===== config.mk =====
export PLATFORM = sky130hd
export DESIGN_NAME = rv32_bus_arbiter
export DESIGN_NICKNAME = d
export VERILOG_FILES = /design/src/rtl/rv32_bus_arbiter.sv
export SDC_FILE = /design/constraint.sdc
export NUM_CORES = 1
export LEC_CHECK = 0
export ABC_AREA = 1
export CAP_MARGIN = 20
export CORE_AREA = 2 2 109 111
export CTS_CLUSTER_SIZE = 28
export DETAILED_ROUTE_END_ITERATION = 7
export DIE_AREA = 0 0 111 113
export HOLD_SLACK_MARGIN = 0.05
export RECOVER_POWER = 50
export SLEW_MARGIN = 20
export SYNTH_ARGS = -nofsm -noshare
export SYNTH_HDL_FRONTEND = slang
export SYNTH_SLANG_ARGS = --single-unit

===== constraint.sdc =====
create_clock -name clk -period 2 [get_ports clk]
set_clock_uncertainty 0.05 [all_clocks]
set_input_delay 0.3 -clock clk [delete_from_list [all_inputs] [get_ports clk]]
set_output_delay 0.3 -clock clk [all_outputs]
set_load 0.02 [all_outputs]

===== src/rtl/rv32_bus_arbiter.sv =====
// rv32_bus_arbiter
// ----------------
// Shares one memory bus between an instruction-fetch requester and a data
// requester. When both ask in the same cycle, the grant alternates between
// them. A granted access either completes when the slave raises
// bus_ready_in, times out after TIMEOUT_CYCLES bus cycles with a fault
// pulse, or is abandoned when the requester drops its request. Requester
// address and data pass straight through to the bus and are never stored.
//
// Ports
//   clk, reset                  clock, synchronous active-high reset
//   instr_address_in/read_in    fetch request
//   instr_read_value_out        fetched word, valid while instr_ready_out is high
//   instr_ready_out/fault_out   fetch completion / timeout
//   data_address_in             data address
//   data_read_in/write_in       data request (write wins when both are high)
//   data_write_mask_in/value_in byte enables and store data
//   data_read_value_out         load data, valid while data_ready_out is high
//   data_ready_out/fault_out    data completion / timeout
//   bus_*_out                   bus master side
//   bus_read_value_in           slave read data
//   bus_ready_in                slave completes the current access this cycle
//   busy_out                    arbiter is holding a grant
module rv32_bus_arbiter #(
  parameter int unsigned TIMEOUT_CYCLES = 255
) (
  input  logic        clk,
  input  logic        reset,
  input  logic [31:0] instr_address_in,
  input  logic        instr_read_in,
  output logic [31:0] instr_read_value_out,
  output logic        instr_ready_out,
  output logic        instr_fault_out,
  input  logic [31:0] data_address_in,
  input  logic        data_read_in,
  input  logic        data_write_in,
  input  logic [3:0]  data_write_mask_in,
  input  logic [31:0] data_write_value_in,
  output logic [31:0] data_read_value_out,
  output logic        data_ready_out,
  output logic        data_fault_out,
  output logic [31:0] bus_address_out,
  output logic        bus_read_out,
  output logic        bus_write_out,
  output logic [3:0]  bus_write_mask_out,
  output logic [31:0] bus_write_value_out,
  input  logic [31:0] bus_read_value_in,
  input  logic        bus_ready_in,
  output logic        busy_out
);

  typedef enum logic [1:0] {
    IDLE,
    GRANT_INSTR,
    GRANT_DATA
  } state_t;

  // The count is cleared on grant entry, so during grant cycle k it holds k-1.
  // The last permitted cycle is therefore the one where it equals TIMEOUT_CYCLES-1.
  localparam logic [7:0] TIMEOUT_LAST = 8'(TIMEOUT_CYCLES - 1);

  state_t     state, state_next;
  logic       last_grant, last_grant_next;   // 1 = data was granted last
  logic [7:0] count, count_next;

  logic instr_req;
  logic data_req;
  logic timed_out;

  assign instr_req = instr_read_in;
  assign data_req  = data_read_in | data_write_in;
  assign timed_out = (count == TIMEOUT_LAST) && !bus_ready_in;

  // Read data only matters while ready is high, so both requesters see the
  // slave data directly.
  assign instr_read_value_out = bus_read_value_in;
  assign data_read_value_out  = bus_read_value_in;

  always_ff @(posedge clk) begin
    if (reset) begin
      state      <= IDLE;
      last_grant <= 1'b1;
      count      <= 8'd0;
    end else begin
      state      <= state_next;
      last_grant <= last_grant_next;
      count      <= count_next;
    end
  end

  // Next-state and bus steering. Inside a grant the priority is:
  // request dropped (abort) > slave ready > timeout > keep waiting.
  always_comb begin
    state_next          = state;
    last_grant_next     = last_grant;
    count_next          = count;
    instr_ready_out     = 1'b0;
    instr_fault_out     = 1'b0;
    data_ready_out      = 1'b0;
    data_fault_out      = 1'b0;
    bus_address_out     = 32'd0;
    bus_read_out        = 1'b0;
    bus_write_out       = 1'b0;
    bus_write_mask_out  = 4'd0;
    bus_write_value_out = 32'd0;
    busy_out            = 1'b0;

    case (state)
      IDLE: begin
        count_next = 8'd0;
        if (instr_req && data_req) begin
          if (last_grant) begin
            state_next      = GRANT_INSTR;
            last_grant_next = 1'b0;
          end else begin
            state_next      = GRANT_DATA;
            last_grant_next = 1'b1;
          end
        end else if (instr_req) begin
          state_next      = GRANT_INSTR;
          last_grant_next = 1'b0;
        end else if (data_req) begin
          state_next      = GRANT_DATA;
          last_grant_next = 1'b1;
        end
      end

      GRANT_INSTR: begin
        busy_out        = 1'b1;
        bus_address_out = instr_address_in;
        if (!instr_req) begin
          state_next = IDLE;
        end else begin
          bus_read_out = !timed_out;
          if (bus_ready_in) begin
            instr_ready_out = 1'b1;
            state_next      = IDLE;
          end else if (timed_out) begin
            instr_ready_out = 1'b1;
            instr_fault_out = 1'b1;
            state_next      = IDLE;
          end else begin
            count_next = count + 8'd1;
          end
        end
      end

      GRANT_DATA: begin
        busy_out            = 1'b1;
        bus_address_out     = data_address_in;
        bus_write_mask_out  = data_write_mask_in;
        bus_write_value_out = data_write_value_in;
        if (!data_req) begin
          state_next = IDLE;
        end else begin
          bus_write_out = data_write_in & !timed_out;
          bus_read_out  = data_read_in & !data_write_in & !timed_out;
          if (bus_ready_in) begin
            data_ready_out = 1'b1;
            state_next     = IDLE;
          end else if (timed_out) begin
            data_ready_out = 1'b1;
            data_fault_out = 1'b1;
            state_next     = IDLE;
          end else begin
            count_next = count + 8'd1;
          end
        end
      end

      default: begin
        state_next = IDLE;
      end
    endcase

    // Reset abandons whatever is in flight: nothing leaves the arbiter this
    // cycle, and the register block returns everything to IDLE at the edge.
    if (reset) begin
      instr_ready_out     = 1'b0;
      instr_fault_out     = 1'b0;
      data_ready_out      = 1'b0;
      data_fault_out      = 1'b0;
      bus_address_out     = 32'd0;
      bus_read_out        = 1'b0;
      bus_write_out       = 1'b0;
      bus_write_mask_out  = 4'd0;
      bus_write_value_out = 32'd0;
      busy_out            = 1'b0;
    end
  end

endmodule


# Word level (Yosys, flattened, before mapping)
# Index checks and enable logic that the tools add are counted.
# W data, S select, Z words.
# op_classes
addsub	1
n_eq_ne	6
mux	48
bitwise	4
n_reduce_logical	11
# op_table
cell	n
$mux W32	3
$pmux W32 S2	1
$mux W8	4
$mux W1	27
$pmux W8 S3	1
$mux W2	8
$add A8 B1 Y8 const B	1
$eq A8 B8 Y1 const B	1
$mux W4	2
$pmux W2 S3	1
$reduce_bool A3 Y1	2
$ne A2 B2 Y1 const B	2
$ne A4 B4 Y1 const B	1
$and A1 B1 Y1	3
$logic_not A1 Y1	3
$reduce_and A3 Y1	1
$eq A2 B1 Y1 const B	1
$eq A2 B2 Y1 const B	1
$logic_and A1 B1 Y1	2
$logic_not A2 Y1	1
$pmux W1 S2	1
$reduce_and A2 Y1	1
$reduce_or A2 Y1	1
$or A1 B1 Y1	1
# word_totals
register_bits	11
word_cells	73

# Depth between registers and ports, before layout
# logic_depth
word_depth	7
mapped_depth	11

# Worst setup path after synthesis
# Ideal clock, no wire load.
# synth_timing
path_type	flip-flop to output port
startpoint	register state[0]
endpoint	output port bus_read_out
arrival_ns	1.881
required_ns	1.650
path_slack_ns	-0.231
stages_incl_launch_ff	7
cell_sequence	dfxtp_1 > inv_1 > ha_1 > inv_2 > nor2_1 > inv_2 > a211oi_1
# synth_via
elab_chain_cells	3
elab_cells_between_ends	4
cone_classes	eq/ne (2); mux (2)
# synth_rtl
element	line	rtl
start: declaration	62	state_t state, state_next;
start signal: assignment	85	state <= state_next;
$eq A2 B2 Y1 / $eq A2 B1 Y1 (equally long branches)	108	case (state)
$pmux W1 S2 (*)	108	
$mux W1 (*)	178	if (reset) begin
end: declaration	43	output logic bus_read_out,
# Mark *: on every way between the ends. The rest lies on a longest branch, timed or not.

# Final worst setup path
# layout_timing
startpoint	register count[0]
endpoint	output port bus_read_out
# layout_via
elab_chain_cells	7
elab_cells_between_ends	8
cone_classes	eq/ne (1); mux (4); bitwise (1); reduce/logical (2)
# layout_rtl
element	line	rtl
start: declaration	64	logic [7:0] count, count_next;
start signal: assignment	87	count <= count_next;
$eq A8 B8 Y1 (*)	72	assign timed_out = (count == TIMEOUT_LAST) && !bus_ready_in;
$logic_and A1 B1 Y1 (*)	72	
$logic_not A1 Y1 (*)	134, 157	
$and A1 B1 Y1	157	bus_read_out = data_read_in & !data_write_in & !timed_out;
$mux W1	153	if (!data_req) begin
$pmux W1 S2 (*)	108	
$mux W1 (*)	178	
# Marks and branches as above.

==> reports/results.ini <==
[status]
run_status = finished clean

[drt]
wl_met3_um = 761
num_vias = 2734
drc = 0
wirelength_um = 8766
highest_layer = met4
wl_per_cell_um = 13.20
m1WireLength_um = 3430
drtPass1Iterations = 4
dr_wl_met2_um = 4292
drt-initial-drc-count = 76
avgViaCountPerCell = 4.117
antenna_left = 0

[setup_path]
crit_chain = inv_1 > ha_1 > nand2_1 > nor2_2 > nand2_2 > nor2_4 > buf_4 > a211oi_4 > buf_6
required_ns = 1.65
crit_buf_inv = 3
reg2reg_slack_ns = 0.27
r2r_cells = 11
cp_max_fo = 2
rr_startpoint = state[1]
cp-start-kind = register
crit_family = buffers and inverters
r2r_end = count[6]
cp-end-kind = output port
worstPathArrival_ns = 1.58
worstSetupPathType = register to output port
max_stage_delay_ns = 0.32
slowest_stage = dfxtp_1

[timing]
hold_ws_ns = 0.4107
final-setup-viol-count = 0
slew_viol_final = 0
rsz0062_at_grt = yes
finalHoldViolations = 0
fmax_mhz = 518.3
tns_ns = 0
fin_crit_sh_pct = 96.46
fin_crit_ns = 1.929
slew_headroom_pct = 81.26
worst_slew_pin_slew_ns = 0.2781
setup_slack_ns = 0.07073

[hold_path]
hold_depth = 3
min_to = count[7]
hp-start = reset
min_path_type = input port to register

[placed_design]
gp_congestion = 0.8390
portBuffers = 180
dpl.hpwl_um = 6822
preCtsSetupSlack_ns = -0.2344

[run]
drv_cap = 0

[power]
leakagePower_nw = 1.591
p_per_area_nw_per_um2 = 388.3
clkPwrFrac_pct = 25.0
internal_power_mw = 0.9389
p_comb_share_pct = 58.8
total_power_mw = 1.490
power_switching_mw = 0.5508
peakVddDrop_mv = 0.2435
pwr-share-seq_pct = 16.2
netSwitchingFraction_pct = 36.97

[clock_tree]
worst_skew_pair.late_latency_ns = 0.24
tritoncts = done
clk_pin_slew_ns = 0.04
clock_sinks = 11
root_buffer = clkbuf_16
clockBufferDepth = 2
cts_htree_levels = 1
holdBufCountCts = 0
cts_made_buffers = 3

[floorplan]
die_w_um = 111
fp.dieH_um = 113
start_util_pct = 18.23
coreArea_um2 = 11270
ios = 277
rows = 39
die-area_um2 = 12540

[yosys]
yosys.area.top_type = nand2_1
synthesis.nets = 524
synth_top_cell_area_share_pct = 24.30
yosysWarnings = 0
synth_compound_area_share_pct = 13.76
synth_top_family_by_area = simple AND/OR/NAND/NOR gates
synthSimpleGateAreaFrac_pct = 40.07
synth_xor_xnor_area_share_pct = 1.279
synthAdderAreaFrac_pct = 3.654
synth.area.top_cells = nand2_1 (24%), buf_4 (23%), dfxtp_1 (11%), nor2_1 (10%), a21oi_1 (9.5%)
synth_seq_cells = 11
yosysSeqAreaShare_pct = 10.72
ys_types = 22
syn_area_per_cell_um2 = 5.406
synthesis.area_um2 = 2054
synthMuxAreaShare_pct = 0
synthCells = 380

[layout]
diodes = 0
area_growth_syn_to_layout_pct = 86.72
drive_gt1_share_pct = 31.86
nets = 666

[grt]
antenna_found_initial = 0
grt_usage_pct = 12.64
grt_pass1_vias = 2683
grt-ovfl-total = 0
grt_pass1_wl_um = 13180
grt_max_degree = 36

## tightest hold or removal path, delay by kind of cell
| family | cells | cell delay (ns) |
|---|---|---|
| AOI/OAI and AO/OA | 1 | 0.03 |
| buffers and inverters | 2 | 0.32 |
## registers in the layout, indices dropped and copies added (netlist names)
register    flops
state           2
last_grant      1
count           8
## cell usage in the layout (no fill, tap or decap), types with 4 or more instances in the layout
master	synthesis	final
nand2_2	5	5
dfxtp_1	11	11
clkdlybuf4s50_1	0	103
nor2_2	0	4
nand3_1	8	7
buf_2	3	13
inv_1	15	13
clkbuf_2	0	37
clkbuf_16	0	4
buf_12	0	5
o21ai_0	4	4
a21oi_1	39	21
nor2_1	56	50
inv_2	3	4
a21oi_2	6	21
nand2_1	133	133
buf_4	64	56
## area by class of cell
type	count	area, um2
multi-input combinational	267	1378
tap	143	178.9
sequential	11	220.2
inverter	18	70.07
fill	1235	7436
timing repair buffer	221	1911
clock buffer	4	78.83
## how the worst max path moves through the flow
stage                         from                   to  cells past startpoint
after CTS                 state[1]         bus_read_out                      8
final                     count[0]         bus_read_out                      9
after floorplan           state[0]  bus_address_out[11]                      7
after detailed placement  state[1]  bus_address_out[15]                      8
after global placement    state[0]         bus_read_out                      8
after global routing      count[0]         bus_read_out                      9
## timing repair
item,CTS,global route
gates resized for setup,204,107
buffers inserted,0,2
cloned,1,1
setup endpoints to repair,74,74
pin swaps,0,5
## layer usage
layer  vias to the layer above  track usage (%)
met4                         0            4.833
met1                      1162            14.21
met2                       140            23.15
met5                         -                0
met3                        39            3.053
li1                       1393                -
## per-stage QoR
stage | utilization [%] | cell area, um2 | cells
6_report | 34.03 | 3836 | 664
3_5_place_dp | 34.23 | 3859 | 656
4_1_cts | 33.83 | 3814 | 661
5_1_grt | 34.03 | 3836 | 664
2_1_floorplan | - | 2128 | 380
3_3_place_gp | 34.23 | 3859 | 656
## cells in the mapped netlist
cell type  instances
nor2_4             1
nand4_1            2
xor2_1             3
o21bai_1           1
a211oi_1           1
ha_1               6
a21oi_1           39
o21ai_0            4
nand3_1            8
nand2_2            5
clkbuf_1           9
buf_1              8
nand3b_1           1
inv_1             15
buf_4             64
nand2_1          133
buf_2              3
inv_2              3
nand2_4            1
dfxtp_1           11
nor2_1            56
a21oi_2            6
## power groups by stage
stage	Combinational (mW)	Clock (mW)	Sequential, mW
4_1_cts	0.837	0.380	0.240
3_3_place_gp	0.824	0	0.244
3_5_place_dp	0.830	0	0.244
2_1_floorplan	0.541	0	0.247
5_1_grt	0.955	0.393	0.242
6_report	0.876	0.372	0.241
## logic make-up (layout without fill, tap and decap cells)
kind of cell    Yosys count  in the layout
flops                    11             11
compound gates           51             51
buf+inv                 102            243
fa+ha+maj                 6              6
simple gates            207            207
xor+xnor                  3              3
No activity file was read; power rests on OpenSTA's default activity.
